**src/rtl/md6_tree_sched.sv**
```systemverilog
// md6_tree_sched
//
// Sequencer for a single MD6 compression-function (cf) datapath in tree mode
// with 4:1 compression. A job names the leaf count (last_leaf + 1) and the
// padding of the last leaf block. The block then issues one cf operation at a
// time, level by level, until the root. It holds no hash data: it only drives
// the cf control inputs and the addresses of the message store and the
// ping-pong chaining-value RAM.
//
// Ports:
//   clk, reset      rising-edge clock, synchronous active-high reset
//   start           one-cycle job request, sampled only in IDLE
//   last_leaf       number of leaves minus 1
//   msg_pad         padding-zero bit count of the last leaf block
//   cf_done         cf completion, sampled only in RUN
//   busy            high from the cycle after an accepted start until job_done
//   job_done        one-cycle pulse after the root result is written
//   cf_reset        one-cycle clear of the cf before each operation
//   cf_enable       high while the cf computes
//   cf_index        node index within the level (zero-extended)
//   cf_index_padd   last index of the current level
//   cf_level        current level, leaves are level 1
//   cf_height       total tree height of the job
//   cf_z_end        1 on the root operation
//   cf_pad          padding-zero bits of the current operation
//   src_is_msg      cf input comes from the message store (level 1)
//   src_addr        message block number, or {bank, first child address}
//   wr_en           one-cycle write strobe for the cf result
//   wr_addr         {bank, node index} destination in the chaining RAM
module md6_tree_sched #(
    parameter int AW = 8
) (
    input  logic          clk,
    input  logic          reset,
    input  logic          start,
    input  logic [AW-1:0] last_leaf,
    input  logic [15:0]   msg_pad,
    input  logic          cf_done,
    output logic          busy,
    output logic          job_done,
    output logic          cf_reset,
    output logic          cf_enable,
    output logic [55:0]   cf_index,
    output logic [7:0]    cf_index_padd,
    output logic [7:0]    cf_level,
    output logic [7:0]    cf_height,
    output logic [3:0]    cf_z_end,
    output logic [15:0]   cf_pad,
    output logic          src_is_msg,
    output logic [AW:0]   src_addr,
    output logic          wr_en,
    output logic [AW:0]   wr_addr
);

    typedef enum logic [2:0] {IDLE, CLR, RUN, STORE, NEXT, FIN} state_t;

    localparam logic [AW:0]   CNT_ONE   = 1;
    localparam logic [AW:0]   CNT_THREE = 3;
    localparam logic [AW-1:0] IDX_ONE   = 1;

    state_t        state, state_n;
    logic [7:0]    level, level_n;
    logic [AW-1:0] index, index_n;
    logic [AW:0]   cnt, cnt_n;
    logic [AW:0]   prev_cnt, prev_cnt_n;
    logic [7:0]    height, height_n;
    logic [AW-1:0] last_r, last_n;
    logic [15:0]   pad_r, pad_n;

    logic [AW+1:0] rem;
    logic [15:0]   op_pad;
    logic [AW:0]   op_src;

    // Height = 1 + number of ceil(/4) steps from the leaf count down to 1.
    function automatic logic [7:0] tree_height(input logic [AW-1:0] ll);
        if (ll == '0)               return 8'd1;
        else if (ll[AW-1:2] == '0)  return 8'd2;
        else if (ll[AW-1:4] == '0)  return 8'd3;
        else if (ll[AW-1:6] == '0)  return 8'd4;
        else                        return 8'd5;
    endfunction

    // Next-state and next-job-context logic.
    always_comb begin
        state_n    = state;
        level_n    = level;
        index_n    = index;
        cnt_n      = cnt;
        prev_cnt_n = prev_cnt;
        height_n   = height;
        last_n     = last_r;
        pad_n      = pad_r;
        case (state)
            IDLE: begin
                if (start) begin
                    level_n    = 8'd1;
                    index_n    = '0;
                    cnt_n      = {1'b0, last_leaf} + CNT_ONE;
                    prev_cnt_n = '0;
                    height_n   = tree_height(last_leaf);
                    last_n     = last_leaf;
                    pad_n      = msg_pad;
                    state_n    = CLR;
                end
            end
            CLR:   state_n = RUN;
            RUN:   if (cf_done) state_n = STORE;
            STORE: state_n = NEXT;
            NEXT: begin
                if (cnt == CNT_ONE) begin
                    state_n = FIN;
                end else if ({1'b0, index} == cnt - CNT_ONE) begin
                    level_n    = level + 8'd1;
                    prev_cnt_n = cnt;
                    cnt_n      = (cnt + CNT_THREE) >> 2;
                    index_n    = '0;
                    state_n    = CLR;
                end else begin
                    index_n = index + IDX_ONE;
                    state_n = CLR;
                end
            end
            FIN:     state_n = IDLE;
            default: state_n = IDLE;
        endcase
    end

    // Operand address and padding for the operation about to start. Above
    // level 1 a node reads four children from the bank the previous level
    // wrote; the last node of a level may have fewer than four real children,
    // and each missing child counts as 1024 padding bits.
    always_comb begin
        rem = {1'b0, prev_cnt_n} - {index_n, 2'b00};
        if (level_n == 8'd1) begin
            op_pad = (index_n == last_n) ? pad_n : 16'd0;
            op_src = {1'b0, index_n};
        end else begin
            op_pad = (rem[AW+1:2] != '0) ? 16'd0
                                         : {4'd0, 2'(3'd4 - rem[2:0]), 10'd0};
            op_src = {~level_n[0], index_n[AW-3:0], 2'b00};
        end
    end

    // State, job context and registered outputs. The operation outputs are
    // loaded on entry to CLR so they hold steady through STORE.
    always_ff @(posedge clk) begin
        if (reset) begin
            state         <= IDLE;
            level         <= '0;
            index         <= '0;
            cnt           <= '0;
            prev_cnt      <= '0;
            height        <= '0;
            last_r        <= '0;
            pad_r         <= '0;
            busy          <= 1'b0;
            job_done      <= 1'b0;
            cf_reset      <= 1'b0;
            cf_enable     <= 1'b0;
            wr_en         <= 1'b0;
            cf_index      <= '0;
            cf_index_padd <= '0;
            cf_level      <= '0;
            cf_height     <= '0;
            cf_z_end      <= '0;
            cf_pad        <= '0;
            src_is_msg    <= 1'b0;
            src_addr      <= '0;
            wr_addr       <= '0;
        end else begin
            state     <= state_n;
            level     <= level_n;
            index     <= index_n;
            cnt       <= cnt_n;
            prev_cnt  <= prev_cnt_n;
            height    <= height_n;
            last_r    <= last_n;
            pad_r     <= pad_n;
            busy      <= (state_n != IDLE);
            job_done  <= (state_n == FIN);
            cf_reset  <= (state_n == CLR);
            cf_enable <= (state_n == RUN);
            wr_en     <= (state_n == STORE);
            if (state_n == CLR) begin
                cf_index      <= {{(56-AW){1'b0}}, index_n};
                cf_index_padd <= 8'(cnt_n - CNT_ONE);
                cf_level      <= level_n;
                cf_height     <= height_n;
                cf_z_end      <= (cnt_n == CNT_ONE) ? 4'd1 : 4'd0;
                cf_pad        <= op_pad;
                src_is_msg    <= (level_n == 8'd1);
                src_addr      <= op_src;
                wr_addr       <= {level_n[0], index_n};
            end
        end
    end

endmodule

```
**config.mk**
```make
export PLATFORM = sky130hd
export DESIGN_NAME = md6_tree_sched
export DESIGN_NICKNAME = d
export VERILOG_FILES = /design/src/rtl/md6_tree_sched.sv
export SDC_FILE = /design/constraint.sdc
export NUM_CORES = 1
export LEC_CHECK = 0
export CORE_MARGIN = 1
export CORE_UTILIZATION = 55
export DETAILED_ROUTE_END_ITERATION = 8
export PLACE_DENSITY_LB_ADDON = 0.05
export SLEW_MARGIN = 20
export SYNTH_ARGS = -nofsm -noshare
export SYNTH_HDL_FRONTEND = slang
export SYNTH_SLANG_ARGS = --single-unit
```
**constraint.sdc**
```tcl
create_clock -name clk -period 7.5 [get_ports clk]
set_input_delay 1.5 -clock clk [delete_from_list [all_inputs] [get_ports clk]]
set_output_delay 1.5 -clock clk [all_outputs]
set_load 0.01 [all_outputs]
```
==> results.toml, run 1 <==
[yosys]
synth-async-reset-ratio = 0
dominantRegCellSynth = "sky130_fd_sc_hd__dfxtp_1"
synth.lib_cells_used.distinct = 74
ys_ff_latch = 133
synthesis.area_per_instance_um2 = 8.30
synth-warning-count = 0
synthesis.area_um2 = 6890
seq_area_frac_synth = 0.387
post_synth_inst_count = 830
synth_enable_flop_cells = 0

[layout]
layout.nets = 935
stdcell_area_um2 = 8240
number_of_diodes_added_for_antenna_fixing = 0
fraction_of_final_layout_cells_with_drive_strength_greater_than_1 = 0.0707
areaGrowthSynthToFinish_pct = 19.6
fillers = 1006

[worst_setup_path]
timing.critical_path.from_type = "register"
critical_path.reg2reg.endpoint = "cf_pad[11]"
rr_startpoint = "cnt[0]"
reg2reg_setup_slack_ns = 1.73
max_fo_critical_path = 13
worst-endpoint-required_ns = 7.82
worstSetupEndpointType = "register"
worst-r2r-cell-count = 20
critical_path_arrival_ns = 6.10
crit_type = "register to register"

[floorplanning]
start_util = 0.569
core_area_um2 = 12100
die_width_um = 114
row_count = 40
die-area_um2 = 13000
io_pins = 152
height_of_the_chip_um = 114

[power_and_ir_drop]
power.ir.vdd_worst_uv = 189
power_density_nw_per_um2 = 238
post-layout-total-power_uw = 1960
power.leakage_uw = 0.00315

[clocking]
htree_num_levels = 4
cts.root.buffer_cell = "sky130_fd_sc_hd__clkbuf_16"
clock_latency_ns = 0.43
cts-root-to-sink-buffers = 2
numCtsBuffers = 17
setup_fix_buffers_added_after_clock_tree_synthesis = 0
cts_hold_repair.buffers = 0
clkSlewWorstSetupHoldPaths_ns = 0.06
cts_num_sinks = 133
tritoncts_clock_tree = "yes"
ctsResizeCount = 0

[detailed_routing]
avgRoutedWirePerCell_um = 18.3
violation_count_after_the_first_detailed_route_iteration = 564
via_per_inst = 5.82
drt_drc_violations_left = 0
wl_um = 19600
final_antenna_net_count = 0
routed-via-count = 6243
drtPass1Iterations = 5

[sta]
finalHoldWorstSlack_ns = 0.458
final.min_clock_period_ns = 5.77
slew_viol_final = 0
tns_ns = 0
worst_pin_slew_ns = 1.01
setup_viol = 0
clock.fmax_mhz = 173
fin_worst_skew_ns = 0.0116
fin_crit_sh = 0.770
grt_setup_unrepaired = "no"
finalHoldViolations = 0
worst_slew_margin_rel = 0.321

[placement]
finalWeightedCongestion = 0.936
place.detailed.hpwl_um = 14100
io_buffers = 100
placement_cell_area_um2 = 7680

[worst_hold_path]
critical_hold_path_startpoint = "cf_index_padd[3]"
worstHoldPathType = "register to register"
worst_hold_path.endpoint = "cf_index_padd[3]"
holdPathStages = 2

[global_routing]
grt_pass1_vias = 5880
grt_use_total = 0.306
number_of_antenna_violations_at_the_first_check_in_global_routing = 0
global_route_wire_length_before_repair_um = 30600
grt_overflow = 0
grt_max_degree = 83

[flow_run]
maxCapViolations = 0

[status]
run_status = "finished clean"
## kinds of logic after synthesis
logic type / Yosys count / share of synthesized area
xor gates and xnor gates: 36 / 0.0458
AOI/OAI and AO/OA: 178 / 0.183
DFF: 133 / 0.387
and+or+nand+nor: 311 / 0.215
other: 1 / 0.000545
buffers and inverters: 137 / 0.112
adders and majority gates: 15 / 0.0273
muxes: 19 / 0.0289
## report_power, final
| part | total [uW] | switching (uW) | internal (uW) | leakage [uW] |
|---|---|---|---|---|
| Combinational | 393 | 242 | 151 | 0.00179 |
| Sequential | 784 | 36.2 | 748 | 0.00108 |
| Clock | 785 | 349 | 437 | 0.000269 |
## Yosys cell counts, types with 5 or more instances
| master | instances | area (um2) |
|---|---|---|
| sky130_fd_sc_hd__a211oi_1 | 22 | 165 |
| sky130_fd_sc_hd__a21oi_1 | 51 | 255 |
| sky130_fd_sc_hd__a22o_1 | 25 | 219 |
| sky130_fd_sc_hd__a31oi_1 | 10 | 62.6 |
| sky130_fd_sc_hd__and2_1 | 7 | 43.8 |
| sky130_fd_sc_hd__and3_1 | 10 | 62.6 |
| sky130_fd_sc_hd__buf_1 | 6 | 22.5 |
| sky130_fd_sc_hd__buf_2 | 7 | 35.0 |
| sky130_fd_sc_hd__buf_4 | 61 | 458 |
| sky130_fd_sc_hd__clkbuf_1 | 41 | 154 |
| sky130_fd_sc_hd__dfxtp_1 | 133 | 2660 |
| sky130_fd_sc_hd__ha_1 | 15 | 188 |
| sky130_fd_sc_hd__inv_1 | 17 | 63.8 |
| sky130_fd_sc_hd__mux2i_1 | 15 | 150 |
| sky130_fd_sc_hd__nand2_1 | 92 | 345 |
| sky130_fd_sc_hd__nand2b_1 | 5 | 31.3 |
| sky130_fd_sc_hd__nand3_1 | 25 | 125 |
| sky130_fd_sc_hd__nand4_1 | 11 | 68.8 |
| sky130_fd_sc_hd__nor2_1 | 89 | 334 |
| sky130_fd_sc_hd__nor2b_1 | 13 | 81.3 |
| sky130_fd_sc_hd__nor3_1 | 24 | 120 |
| sky130_fd_sc_hd__nor4_1 | 9 | 56.3 |
| sky130_fd_sc_hd__o21ai_0 | 14 | 70.1 |
| sky130_fd_sc_hd__or3_1 | 7 | 43.8 |
| sky130_fd_sc_hd__xnor2_1 | 23 | 201 |
| sky130_fd_sc_hd__xor2_1 | 13 | 114 |
## cell type report
cell class                 instances  area (um2)  share of cell area
clock buffer                      17         425              0.0516
clock inverter                    15         134              0.0163
inverter                          19        71.3             0.00866
multi-input combinational        610        3650               0.444
sequential                       133        2660               0.323
tap                              168         210              0.0255
timing repair buffer             111        1080               0.131
## metal layers
layer	share of wire	track usage	up-vias
met2	0.48	0.509	272
met4	0.021	0.120	0
met3	0.062	0.0515	39
li1	-	-	2937
met1	0.44	0.396	2995
met5	0	0	-
## worst max path at each step
stage | startpoint | slack [ns] | endpoint
after global routing | cnt[0] | 1.35 | cf_pad[10]
final | cnt[0] | 1.73 | cf_pad[11]
after global placement | cnt[0] | 2.09 | cf_pad[11]
after floorplan | cnt[0] | 2.79 | cf_pad[10]
after CTS | cnt[0] | 1.83 | cf_pad[11]
after detailed placement | cnt[0] | 1.88 | cf_pad[11]
## layout by cell type (no fill, tap or decap), drive strengths merged, types with 4 or more instances in the layout
cell	count
a211oi	22
a21oi	52
a221oi	5
a22o	25
a22oi	4
a31oi	10
and2	8
and3	10
and4	4
buf	12
clkbuf	17
clkdlybuf4s50	99
conb	51
dfxtp	133
ha	15
inv	28
mux2	4
mux2i	15
nand2	92
nand2b	5
nand3	25
nand4	11
nor2	89
nor2b	13
nor3	26
nor4	10
o21ai	17
or3	7
xnor2	23
xor2	13
## per-stage QoR
step / worst slack [ns] / instances / utilization
floorplan: 2.79 / 880 / -
global placement: 2.09 / 1041 / 0.634
detailed placement: 1.88 / 1041 / 0.634
CTS: 1.83 / 1073 / 0.680
global route: 1.35 / 1073 / 0.680
finish: 1.73 / 1073 / 0.680
## critical path: stages, from the launching register on
cell and delay, ns:
sky130_fd_sc_hd__dfxtp_1 0.40, sky130_fd_sc_hd__inv_1 0.09, sky130_fd_sc_hd__ha_1 0.25, sky130_fd_sc_hd__or3b_1 0.50, sky130_fd_sc_hd__and2_0 0.20, sky130_fd_sc_hd__o32ai_1 0.40
sky130_fd_sc_hd__or2_0 0.73, sky130_fd_sc_hd__nor3_2 0.26, sky130_fd_sc_hd__o21ai_1 0.70, sky130_fd_sc_hd__a22o_1 0.27, sky130_fd_sc_hd__ha_1 0.24, sky130_fd_sc_hd__nor2b_1 0.13
sky130_fd_sc_hd__o21ai_0 0.20, sky130_fd_sc_hd__a21boi_0 0.16, sky130_fd_sc_hd__o21ai_0 0.18, sky130_fd_sc_hd__nand2b_1 0.10, sky130_fd_sc_hd__a211oi_1 0.18, sky130_fd_sc_hd__a31oi_1 0.07
sky130_fd_sc_hd__nor4_1 0.35, sky130_fd_sc_hd__a32oi_1 0.17, sky130_fd_sc_hd__o41ai_1 0.10
## sequential cells by signal, indices dropped and copies added (netlist names)
signal         flops
last_r             8
cnt                9
cf_z_end           1
cf_height          8
src_addr           9
cf_enable          1
src_is_msg         1
cf_reset           1
cf_pad            16
state              3
level              8
wr_en              1
prev_cnt           9
busy               1
index              8
job_done           1
wr_addr            8
height             8
cf_level           8
cf_index_padd      8
pad_r             16
(Power assumes the default switching activity.)
==> inputs of run 2 (changes only) <==
--- a/config.mk
+++ b/config.mk
@@ -6,7 +6,7 @@
 export NUM_CORES = 1
 export LEC_CHECK = 0
 export CORE_MARGIN = 1
-export CORE_UTILIZATION = 55
+export CORE_UTILIZATION = 51
 export DETAILED_ROUTE_END_ITERATION = 8
 export PLACE_DENSITY_LB_ADDON = 0.05
 export SLEW_MARGIN = 20
==> constraint.sdc (replaced) <==
create_clock -name clk -period 5.4 [get_ports clk]
set_input_delay 1.08 -clock clk [delete_from_list [all_inputs] [get_ports clk]]
set_output_delay 1.08 -clock clk [all_outputs]
set_load 0.01 [all_outputs]
==> results.toml, run 2 (synthesized netlist as in run 1, its figures left out) <==
[sta]
finalHoldWorstSlack_ns = 0.451
setup_viol = 0
worst_slew_margin_rel = 0.517
fin_crit_sh = 0.907
final.min_clock_period_ns = 4.90
finalHoldViolations = 0
worst_pin_slew_ns = 0.719
tns_ns = 0
setup_ws_ns = 0.504
fin_worst_skew_ns = 0.0112
clock.fmax_mhz = 204
slew_viol_final = 0

[placement]
dp_slack_ns = 0.434
finalWeightedCongestion = 0.903
io_buffers = 100
placement_cell_area_um2 = 7770
place.detailed.hpwl_um = 14700

[floorplanning]
die_width_um = 118
die-area_um2 = 14000
start_util = 0.522
core_area_um2 = 13200
height_of_the_chip_um = 118
row_count = 42
io_pins = 152

[clocking]
htree_num_levels = 4
clock_latency_ns = 0.42
cts.root.buffer_cell = "sky130_fd_sc_hd__clkbuf_16"
setup_fix_buffers_added_after_clock_tree_synthesis = 0
cts_hold_repair.buffers = 0
cts-root-to-sink-buffers = 2
numCtsBuffers = 17
clkSlewWorstSetupHoldPaths_ns = 0.06
tritoncts_clock_tree = "yes"
cts_num_sinks = 133

[worst_setup_path]
timing.critical_path.from_type = "register"
critical_path_arrival_ns = 5.22
worst-endpoint-required_ns = 5.72
max_fo_critical_path = 12
crit_type = "register to register"
worstSetupEndpointType = "register"
reg2reg_setup_slack_ns = 0.50

[global_routing]
grt_pass1_vias = 5793
grt_overflow = 0
global_route_wire_length_before_repair_um = 32100
grt_max_degree = 60
number_of_antenna_violations_at_the_first_check_in_global_routing = 0
grt_use_total = 0.300

[detailed_routing]
routed-via-count = 6259
final_antenna_net_count = 0
drtPass1Iterations = 5
avgRoutedWirePerCell_um = 18.7
violation_count_after_the_first_detailed_route_iteration = 486
drt_drc_violations_left = 0
wl_um = 20400
via_per_inst = 5.73

[layout]
largest_registers = "cf_pad (16), pad_r (16)"
area.sequential_um2 = 2660
fillers = 1127
multi_input_gate_area_in_the_final_layout_um2 = 3660
fraction_of_final_layout_cells_with_drive_strength_greater_than_1 = 0.0808
areaGrowthSynthToFinish_pct = 21.6
stdcell_area_um2 = 8380
utilization = 0.635
number_of_diodes_added_for_antenna_fixing = 0
final_common_cell = "sky130_fd_sc_hd__dfxtp_1"
layout.nets = 946
most_frequent_cells_in_the_layout = "133 x sky130_fd_sc_hd__dfxtp_1, 99 x sky130_fd_sc_hd__clkdlybuf4s50_1, 92 x sky130_fd_sc_hd__nand2_1, 89 x sky130_fd_sc_hd__nor2_1, 51 x sky130_fd_sc_hd__conb_1"

[worst_hold_path]
worstHoldPathType = "register to register"

[power_and_ir_drop]
power_density_nw_per_um2 = 337
power.leakage_uw = 0.00321
power.ir.vdd_worst_uv = 198

[flow_run]
maxCapViolations = 0

[status]
run_status = "finished clean"
run 2: changes by cell type in the layout (fill, tap and decap cells not counted), sizes merged:
cell      change
bufinv        +2
clkinvlp      +1
clkbuf        +3
inv           -6
buf          +11
run 2: worst max-delay path, stage by stage (launching register included):
cell and delay, ns:
sky130_fd_sc_hd__dfxtp_1 0.41, sky130_fd_sc_hd__inv_1 0.10, sky130_fd_sc_hd__ha_1 0.25, sky130_fd_sc_hd__or3b_1 0.49
sky130_fd_sc_hd__and2_0 0.21, sky130_fd_sc_hd__o32ai_1 0.38, sky130_fd_sc_hd__or2_0 0.29, sky130_fd_sc_hd__buf_4 0.27
sky130_fd_sc_hd__nor3_2 0.08, sky130_fd_sc_hd__buf_4 0.17, sky130_fd_sc_hd__a22o_1 0.25, sky130_fd_sc_hd__ha_1 0.29
sky130_fd_sc_hd__nor2b_1 0.13, sky130_fd_sc_hd__o21ai_0 0.18, sky130_fd_sc_hd__a21boi_0 0.14, sky130_fd_sc_hd__o21ai_0 0.18
sky130_fd_sc_hd__nand2b_1 0.09, sky130_fd_sc_hd__a211oi_1 0.18, sky130_fd_sc_hd__a31oi_1 0.07, sky130_fd_sc_hd__nor4_1 0.36
sky130_fd_sc_hd__a32oi_1 0.17, sky130_fd_sc_hd__o41ai_1 0.10
run 2: stage by stage:
stage | cells | total power [uW]
2_1_floorplan | 880 | 1490
3_5_place_dp | 1060 | 1660
6_report | 1092 | 2820
3_3_place_gp | 1060 | 1660
5_1_grt | 1092 | 2930
4_1_cts | 1092 | 2820
run 2: what timing repair did:
| action | in CTS | in global routing |
|---|---|---|
| gates resized for setup | 0 | 1 |
| endpoints found under the setup margin | 0 | 2 |
| endpoints found under the hold margin | 0 | 0 |
run 2: power breakdown:
part	leakage, uW	switching (uW)	internal [uW]
Combinational	0.00185	341	220
Sequential	0.00108	53.6	1040
Clock	0.000280	454	711
Total	0.00321	849	1970
run 2: worst paths after layout:
| kind | from | endpoint | depth (start not counted) |
|---|---|---|---|
| worst min-delay path | cf_height[4] | cf_height[4] | 2 |
| worst max-delay path | cnt[0] | cf_pad[10] | 21 |
| worst min register to register | cf_height[4] | cf_height[4] | 2 |
| worst max register to register | cnt[0] | cf_pad[10] | 21 |
run 2: layout make-up:
class,instances,share of cell area
Multi-Input combinational cell,610,0.437
Sequential cell,133,0.318
Timing Repair Buffer,122,0.139
Clock buffer,20,0.0545
Tap cell,176,0.0263
Clock inverter,12,0.0170
Inverter,19,0.00852
run 2: routing by layer:
layer  part of all wire  GRT usage  up-vias  wire, um
li1                   -          -     2960         -
met1               0.44      0.398     2967      8940
met2               0.47      0.484      296      9550
met3              0.072     0.0584       36      1470
met4              0.023      0.113        0       461
met5                  0          0        -         0
